--- src/rtl/uart_rx.sv ---
// ---------------------------------------------------------------------------
// uart_rx -- UART receiver, 8 data bits LSB first, 1 start bit, 1 stop bit.
//
// Build option: define UART_RX_PARITY_EN to expect an even parity bit
// between data bit 7 and the stop bit. Without it the frame is 10 bits and
// parity_err is constant 0.
//
// Ports:
//   clk          system clock
//   rst_n        asynchronous active-low reset
//   uart_txd_in  serial line from the host (asynchronous, idles high)
//   rx_data      last received byte, stable while rx_valid is high
//   rx_valid     byte available, held until rx_ack
//   rx_ack       consumer has taken rx_data (ignored while rx_valid=0)
//   overrun      sticky: a byte completed while rx_valid was already high
//   frame_err    one-cycle pulse: stop bit sampled low
//   parity_err   one-cycle pulse: even-parity mismatch
//   busy         receiver is not idle
// ---------------------------------------------------------------------------
`timescale 1ns/1ps

module uart_rx #(
    parameter int CLKS_PER_BIT = 10416,
    parameter int HALF_BIT     = CLKS_PER_BIT / 2
) (
    input  logic       clk,
    input  logic       rst_n,
    input  logic       uart_txd_in,
    output logic [7:0] rx_data,
    output logic       rx_valid,
    input  logic       rx_ack,
    output logic       overrun,
    output logic       frame_err,
    output logic       parity_err,
    output logic       busy
);

    localparam int               CNT_W    = $clog2(CLKS_PER_BIT);
    localparam logic [CNT_W-1:0] CNT_LAST = CNT_W'(CLKS_PER_BIT - 1);
    localparam logic [CNT_W-1:0] CNT_HALF = CNT_W'(HALF_BIT - 1);

    typedef enum logic [2:0] {
        S_IDLE,
        S_START,
        S_DATA,
`ifdef UART_RX_PARITY_EN
        S_PARITY,
`endif
        S_STOP,
        S_BREAK
    } state_t;

    state_t           state_reg, state_next;
    logic             sync1_reg;
    logic             rxd_s;
    logic [CNT_W-1:0] cnt_reg, cnt_next;
    logic [2:0]       bit_idx_reg, bit_idx_next;
    logic [7:0]       shift_reg, shift_next;
    logic [7:0]       data_reg, data_next;
    logic             valid_reg, valid_next;
    logic             overrun_reg, overrun_next;
    logic             frame_err_reg, frame_err_next;
    logic             tick;
    logic             par_bad;
    logic             commit;

`ifdef UART_RX_PARITY_EN
    logic par_bit_reg, par_bit_next;
    logic parity_err_reg, parity_err_next;
    // Even parity: data bits plus parity bit must hold an even number of ones.
    assign par_bad    = (^shift_reg) ^ par_bit_reg;
    assign parity_err = parity_err_reg;
`else
    assign par_bad    = 1'b0;
    assign parity_err = 1'b0;
`endif

    assign tick      = (cnt_reg == CNT_LAST);
    assign rx_data   = data_reg;
    assign rx_valid  = valid_reg;
    assign overrun   = overrun_reg;
    assign frame_err = frame_err_reg;
    assign busy      = (state_reg != S_IDLE);

    always_ff @(posedge clk or negedge rst_n) begin
        if (!rst_n) begin
            sync1_reg      <= 1'b1;
            rxd_s          <= 1'b1;
            state_reg      <= S_IDLE;
            cnt_reg        <= '0;
            bit_idx_reg    <= '0;
            shift_reg      <= '0;
            data_reg       <= '0;
            valid_reg      <= 1'b0;
            overrun_reg    <= 1'b0;
            frame_err_reg  <= 1'b0;
`ifdef UART_RX_PARITY_EN
            par_bit_reg    <= 1'b0;
            parity_err_reg <= 1'b0;
`endif
        end else begin
            sync1_reg      <= uart_txd_in;
            rxd_s          <= sync1_reg;
            state_reg      <= state_next;
            cnt_reg        <= cnt_next;
            bit_idx_reg    <= bit_idx_next;
            shift_reg      <= shift_next;
            data_reg       <= data_next;
            valid_reg      <= valid_next;
            overrun_reg    <= overrun_next;
            frame_err_reg  <= frame_err_next;
`ifdef UART_RX_PARITY_EN
            par_bit_reg    <= par_bit_next;
            parity_err_reg <= parity_err_next;
`endif
        end
    end

    always_comb begin
        state_next     = state_reg;
        cnt_next       = cnt_reg;
        bit_idx_next   = bit_idx_reg;
        shift_next     = shift_reg;
        data_next      = data_reg;
        valid_next     = valid_reg;
        overrun_next   = overrun_reg;
        frame_err_next = 1'b0;
        commit         = 1'b0;
`ifdef UART_RX_PARITY_EN
        par_bit_next    = par_bit_reg;
        parity_err_next = 1'b0;
`endif

        case (state_reg)
            S_IDLE: begin
                cnt_next = '0;
                if (!rxd_s) state_next = S_START;
            end
            S_START: begin
                // Half a bit in: a line back high means a glitch, not a start.
                if (cnt_reg == CNT_HALF) begin
                    cnt_next = '0;
                    if (rxd_s) begin
                        state_next = S_IDLE;
                    end else begin
                        state_next   = S_DATA;
                        bit_idx_next = '0;
                    end
                end else begin
                    cnt_next = cnt_reg + CNT_W'(1);
                end
            end
            S_DATA: begin
                cnt_next = tick ? '0 : cnt_reg + CNT_W'(1);
                if (tick) begin
                    shift_next[bit_idx_reg] = rxd_s;
                    bit_idx_next            = bit_idx_reg + 3'd1;
                    if (bit_idx_reg == 3'd7) begin
`ifdef UART_RX_PARITY_EN
                        state_next = S_PARITY;
`else
                        state_next = S_STOP;
`endif
                    end
                end
            end
`ifdef UART_RX_PARITY_EN
            S_PARITY: begin
                cnt_next = tick ? '0 : cnt_reg + CNT_W'(1);
                if (tick) begin
                    par_bit_next = rxd_s;
                    state_next   = S_STOP;
                end
            end
`endif
            S_STOP: begin
                cnt_next = tick ? '0 : cnt_reg + CNT_W'(1);
                if (tick) begin
`ifdef UART_RX_PARITY_EN
                    parity_err_next = par_bad;
`endif
                    if (rxd_s) begin
                        // Back to IDLE immediately so a start bit that begins
                        // mid-stop-bit is still caught.
                        commit     = !par_bad;
                        state_next = S_IDLE;
                    end else begin
                        frame_err_next = 1'b1;
                        state_next     = S_BREAK;
                    end
                end
            end
            S_BREAK: begin
                // A line held low must go high before a new frame can start.
                cnt_next = '0;
                if (rxd_s) state_next = S_IDLE;
            end
            default: begin
                state_next = S_IDLE;
                cnt_next   = '0;
            end
        endcase

        if (valid_reg && rx_ack) begin
            valid_next   = 1'b0;
            overrun_next = 1'b0;
        end
        // A commit in the same cycle as an ack replaces the acked byte cleanly.
        if (commit) begin
            data_next  = shift_reg;
            valid_next = 1'b1;
            if (valid_reg && !rx_ack) overrun_next = 1'b1;
        end
    end

endmodule

--- config.mk ---
export PLATFORM = sky130hd
export DESIGN_NAME = uart_rx
export DESIGN_NICKNAME = d
export VERILOG_FILES = /design/src/rtl/uart_rx.sv
export SDC_FILE = /design/constraint.sdc
export NUM_CORES = 1
export LEC_CHECK = 0
export CORE_MARGIN = 1
export CORE_UTILIZATION = 51
export DETAILED_ROUTE_END_ITERATION = 6
export PLACE_DENSITY = 0.72
export SYNTH_ARGS = -nofsm -noshare
export SYNTH_HDL_FRONTEND = slang
export SYNTH_SLANG_ARGS = --single-unit
--- constraint.sdc ---
create_clock -name clk -period 3.8 [get_ports clk]
set_input_delay 0.76 -clock clk [delete_from_list [all_inputs] [get_ports clk]]
set_output_delay 0.76 -clock clk [all_outputs]
set_load 0.02 [all_outputs]
Word level (Yosys, flattened, before mapping)
Index checks and enable logic that the tools add are counted.
{"block": "word_totals", "reg_bits": 41, "inputBits": 4, "out_inout_bits": 13, "elab_cells": 70}
{"block": "classes", "n_addsub": 2, "order_cmp": 2, "n_eq_ne": 14, "muxes": 30, "n_reduce_logical": 12}
{"cell": "$mux 3", "count": 10}
{"cell": "$mux 14", "count": 2}
{"cell": "$pmux 14 s2", "count": 1}
{"cell": "$pmux 3 s5", "count": 1}
{"cell": "$add 14x1->14 const B", "count": 1}
{"cell": "$eq 14x13->1 const B", "count": 1}
{"cell": "$eq 14x14->1 const B", "count": 1}
{"cell": "$ne 2x2->1 const B", "count": 7}
{"cell": "$mux 1", "count": 12}
{"cell": "$bwmux 8", "count": 1}
{"cell": "$eq 3x2->1 const B", "count": 2}
{"cell": "$eq 3x3->1 const B", "count": 2}
{"cell": "$pmux 3 s2", "count": 1}
{"cell": "$reduce_and 6->1", "count": 1}
{"cell": "$lt 3x4->1 const B", "count": 1}
{"cell": "$reduce_and 4->1", "count": 1}
{"cell": "$reduce_bool 2->1", "count": 2}
{"cell": "$add 3x1->3 const B", "count": 1}
{"cell": "$demux 1 s3", "count": 1}
{"cell": "$eq 3x1->1 const B", "count": 1}
{"cell": "$ge 3x1->1 const B", "count": 1}
{"cell": "$logic_and 1x1->1", "count": 3}
{"cell": "$logic_not 3->1", "count": 1}
{"cell": "$reduce_bool 3->1", "count": 1}
{"cell": "other kinds (4)", "count": 4}

Longest topological paths before layout
{"block": "logic_depth", "depth_word": 5, "depth_mapped": 8}

Least setup slack after synthesis
OpenSTA, ideal clock, no wires.
{"block": "synth_timing", "path_type": "reg-to-reg", "start": "register cnt_reg[0]", "end": "register data_reg[0], in the netlist rx_data[0]", "arrival_time_ns": 1.842, "t_required_ns": 3.675, "setup_slack_ns": 1.833, "stages_incl_launch_ff": 9, "path_buffers": 3, "synth_period_minus_slack_ns": 1.967, "path_cell_list": "dfrtp_1 ha_1 and4_1 buf_6 and4_1 buf_6 and3_4 buf_12 mux2_4"}
{"block": "synth_between", "elab_chain_cells": 3}
{"element": "start, declared", "line": "56", "rtl": "logic [CNT_W-1:0] cnt_reg, cnt_next;"}
{"element": "start signal, assigned", "line": "105", "rtl": "cnt_reg <= cnt_next;"}
{"element": "$eq 14x14->1", "line": "78", "rtl": "assign tick = (cnt_reg == CNT_LAST);"}
{"element": "$mux 1", "line": "178", "rtl": "if (tick) begin"}
{"element": "$mux 1", "line": "134", "rtl": "case (state_reg)"}
{"element": "end signal, assigned", "line": "108", "rtl": "data_reg <= data_next;"}
{"element": "end, declared", "line": "59", "rtl": "logic [7:0] data_reg, data_next;"}
Every way passes these cells.
A chain may end at the register's enable or synchronous reset.

Worst setup path in the final report
{"block": "layout_timing", "start": "register state_reg[1]", "end": "output port busy"}
{"block": "layout_between", "elab_chain_cells": 1}
{"element": "start, declared", "line": "53", "rtl": "state_t state_reg, state_next;"}
{"element": "start signal, assigned", "line": "104", "rtl": "state_reg <= state_next;"}
{"element": "$reduce_bool 3->1", "line": "83", "rtl": "assign busy = (state_reg != S_IDLE);"}
{"element": "end, declared", "line": "35", "rtl": "output logic busy"}
Every way passes these cells.

==> metrics.cfg <==
[status]
outcome = complete, no violations

[clocking]
clock_latency_ns = 0.29
cts.htree.levels = 2
hold_buffers = 0
cts.clk_slew.worst_paths_ns = 0.07
cts_root_buf = clkbuf_8
cts_buffers = 5
cts_resized = 0
clock-sinks = 41
cts_setup_buffers = 0
clk_path_buf_depth = 2
cts_tree = yes

[synthesis]
ys_async_sr_fraction = 1.00
syn_inst = 177
ys.flop_type = dfrtp_1
yosys_warnings = 0
synth_edf_count = 0
ys_seq_area_frac = 0.505
synth.avg_cell_area_um2 = 11.5
syn-cell-area_um2 = 2040
synth_fp_nets = 184
synth-seq-cells = 41
synth_cell_type_count = 43

[worst_setup_path]
cp-start-kind = flip-flop
worst_ep_required_time_ns = 3.04
cp_top_family = buffers and inverters
worst_setup_path_end_kind = output port
crit_path_cell_trace = nor2_1, nand2_1, clkdlybuf4s50_1
critPathKind = flip-flop to output port
crit_slowest_cell = clkdlybuf4s50_1
cpPeakStageDelay_ns = 0.56
crit_arrival_ns = 1.68
critPathMaxFanout = 8
timing.critical_path.buf_inv = 1

[route]
wire_per_inst_um = 14.9
drt.antenna.violating_nets = 0
viasPerCell = 5.68
drtIter0Drc = 107
drt_wl_total_um = 3530
drt_pass1_iterations = 4
drc = 0
num_vias = 1346

[floorplanning]
start_util = 0.544
io_pins = 17
core-area_um2 = 3740
die_h_um = 65.2
die_area_um2 = 4250
die_w_um = 65.2
core.rowCount = 22

[timing]
rsz0062_at_grt = no
setup_tns_ns = 0
timing.fmax_mhz = 409
slew_headroom = 0.399
fin_crit_ns = 2.44
clock_skew_ns = 0.00688
fin_crit_sh = 0.643
hold_violations = 0
drv_slew = 0
finalSetupViolCount = 0
tightest_slew_ns = 0.902

[final_layout]
design_area_um2 = 2260
syn2layout_area_growth_pct = 10.9
n_antenna_cell = 0
largest_reg_flops = 14
drive_above_1_share = 0.122
final_nets = 196

[power]
intPower_uw = 632
power_frac_comb = 0.017
seq_power_share = 0.563
leakage_nw = 1.05
power.density_nw_per_um2 = 346
swShare = 0.192
peakVddDrop_v = 0.000240
power.switching_uw = 151
clkPwrFrac = 0.420

[global_routing]
antenna_found_initial = 0
grt_pass1_wl_um = 6140
grtUsageTotal = 0.192
grt-ovfl-total = 0
first_global_vias = 1334
grt_max_degree = 42

[place]
post_dp_cell_area_um2 = 2150
dp.final_hpwl_um = 2530
gp_congestion = 0.862
io_buffers = 15

[hold_path]
holdCritPathClass = flip-flop to flip-flop

[run]
timing.max_cap.violations = 0

-- stage by stage --
stage | hold slack, ns | utilization | total power, mW | cells | setup WS (ns)
global placement | 0.346 | 0.576 | 0.462 | 230 | 1.52
global route | 0.361 | 0.603 | 0.818 | 237 | 1.24
floorplan | 0.345 | - | 0.452 | 177 | 1.83
detailed placement | 0.347 | 0.576 | 0.463 | 230 | 1.43
CTS | 0.359 | 0.603 | 0.796 | 237 | 1.34
finish | 0.358 | 0.603 | 0.782 | 237 | 1.36
-- area by class of cell --
cell class / count / area, µm²
multi-input combinational: 121 / 902
tap: 48 / 60.1
clock buffer: 5 / 68.8
timing repair buffer: 15 / 145
inverter: 5 / 18.8
sequential: 41 / 1030
clock inverter: 2 / 35.0
fill: 344 / 1490
-- cell usage in the layout, fill, tap and decap left out, types with 6 or more instances in the layout --
cell type / Yosys / layout
clkdlybuf4s50_1: 0 / 14
dfrtp_1: 39 / 39
mux2_1: 8 / 8
mux2_4: 9 / 9
nand2_1: 7 / 7
nand3_1: 9 / 9
nand4_1: 9 / 9
nor2_1: 21 / 21
xnor2_1: 6 / 6
-- cells in the mapped netlist, drive strengths merged, types with 3 or more instances --
master,number,area share
buf,8,0.039
nor2,21,0.039
xnor2,6,0.026
ha,3,0.018
nand3,9,0.022
nand4,10,0.038
mux2,17,0.11
inv,5,0.0092
a21oi,5,0.012
and4,4,0.017
dfrtp,39,0.48
and2,3,0.0092
xor2,5,0.021
nor4,4,0.012
nand2,7,0.013
-- kinds of logic after synthesis --
kind of cell             Yosys count  share of synthesized area
AND/OR/NAND/NOR                   70                      0.195
flip-flops                        41                      0.505
XOR/XNOR                          11                     0.0473
adder cells (fa/ha/maj)            3                     0.0184
multiplexers                      17                      0.111
buffers and inverters             15                     0.0522
other                              1                    0.00184
AO/OA/AOI/OAI                     19                     0.0694
-- power groups by stage --
| stage | sequential, mW | combinational [mW] | clock [mW] |
|---|---|---|---|
| 3_5_place_dp | 0.449 | 0.0141 | 0 |
| 5_1_grt | 0.441 | 0.0155 | 0.362 |
| 3_3_place_gp | 0.449 | 0.0135 | 0 |
| 6_report | 0.440 | 0.0134 | 0.329 |
| 4_1_cts | 0.440 | 0.0140 | 0.342 |
| 2_1_floorplan | 0.447 | 0.00429 | 0 |
-- worst paths after layout --
check / slack (ns) / end / depth (start not counted) / startpoint
max reg2reg: 1.41 / rx_data[6] / 5 / cnt_reg[0]
min reg2reg: 0.36 / rxd_s / 0 / sync1_reg
min: 0.36 / rxd_s / 0 / sync1_reg
max: 1.36 / busy / 3 / state_reg[1]
min in group asynchronous: 0.60 / rx_valid / 1 / rst_n
max in group asynchronous: 2.64 / cnt_reg[13] / 1 / rst_n
-- routing by layer --
layer,track usage,wire length [µm]
met5,0,0
met4,0.0897,50
met3,0.0486,97
met2,0.304,1730
met1,0.244,1650
-- worst register-to-register path, cell delays in order, from the launching register on --
cell and delay [ns]:
dfrtp_1 0.39, ha_1 0.23, and4_1 0.32, and4_1 0.61
and3_4 0.41, mux2_4 0.32
Power figures use the tool's default switching activity.
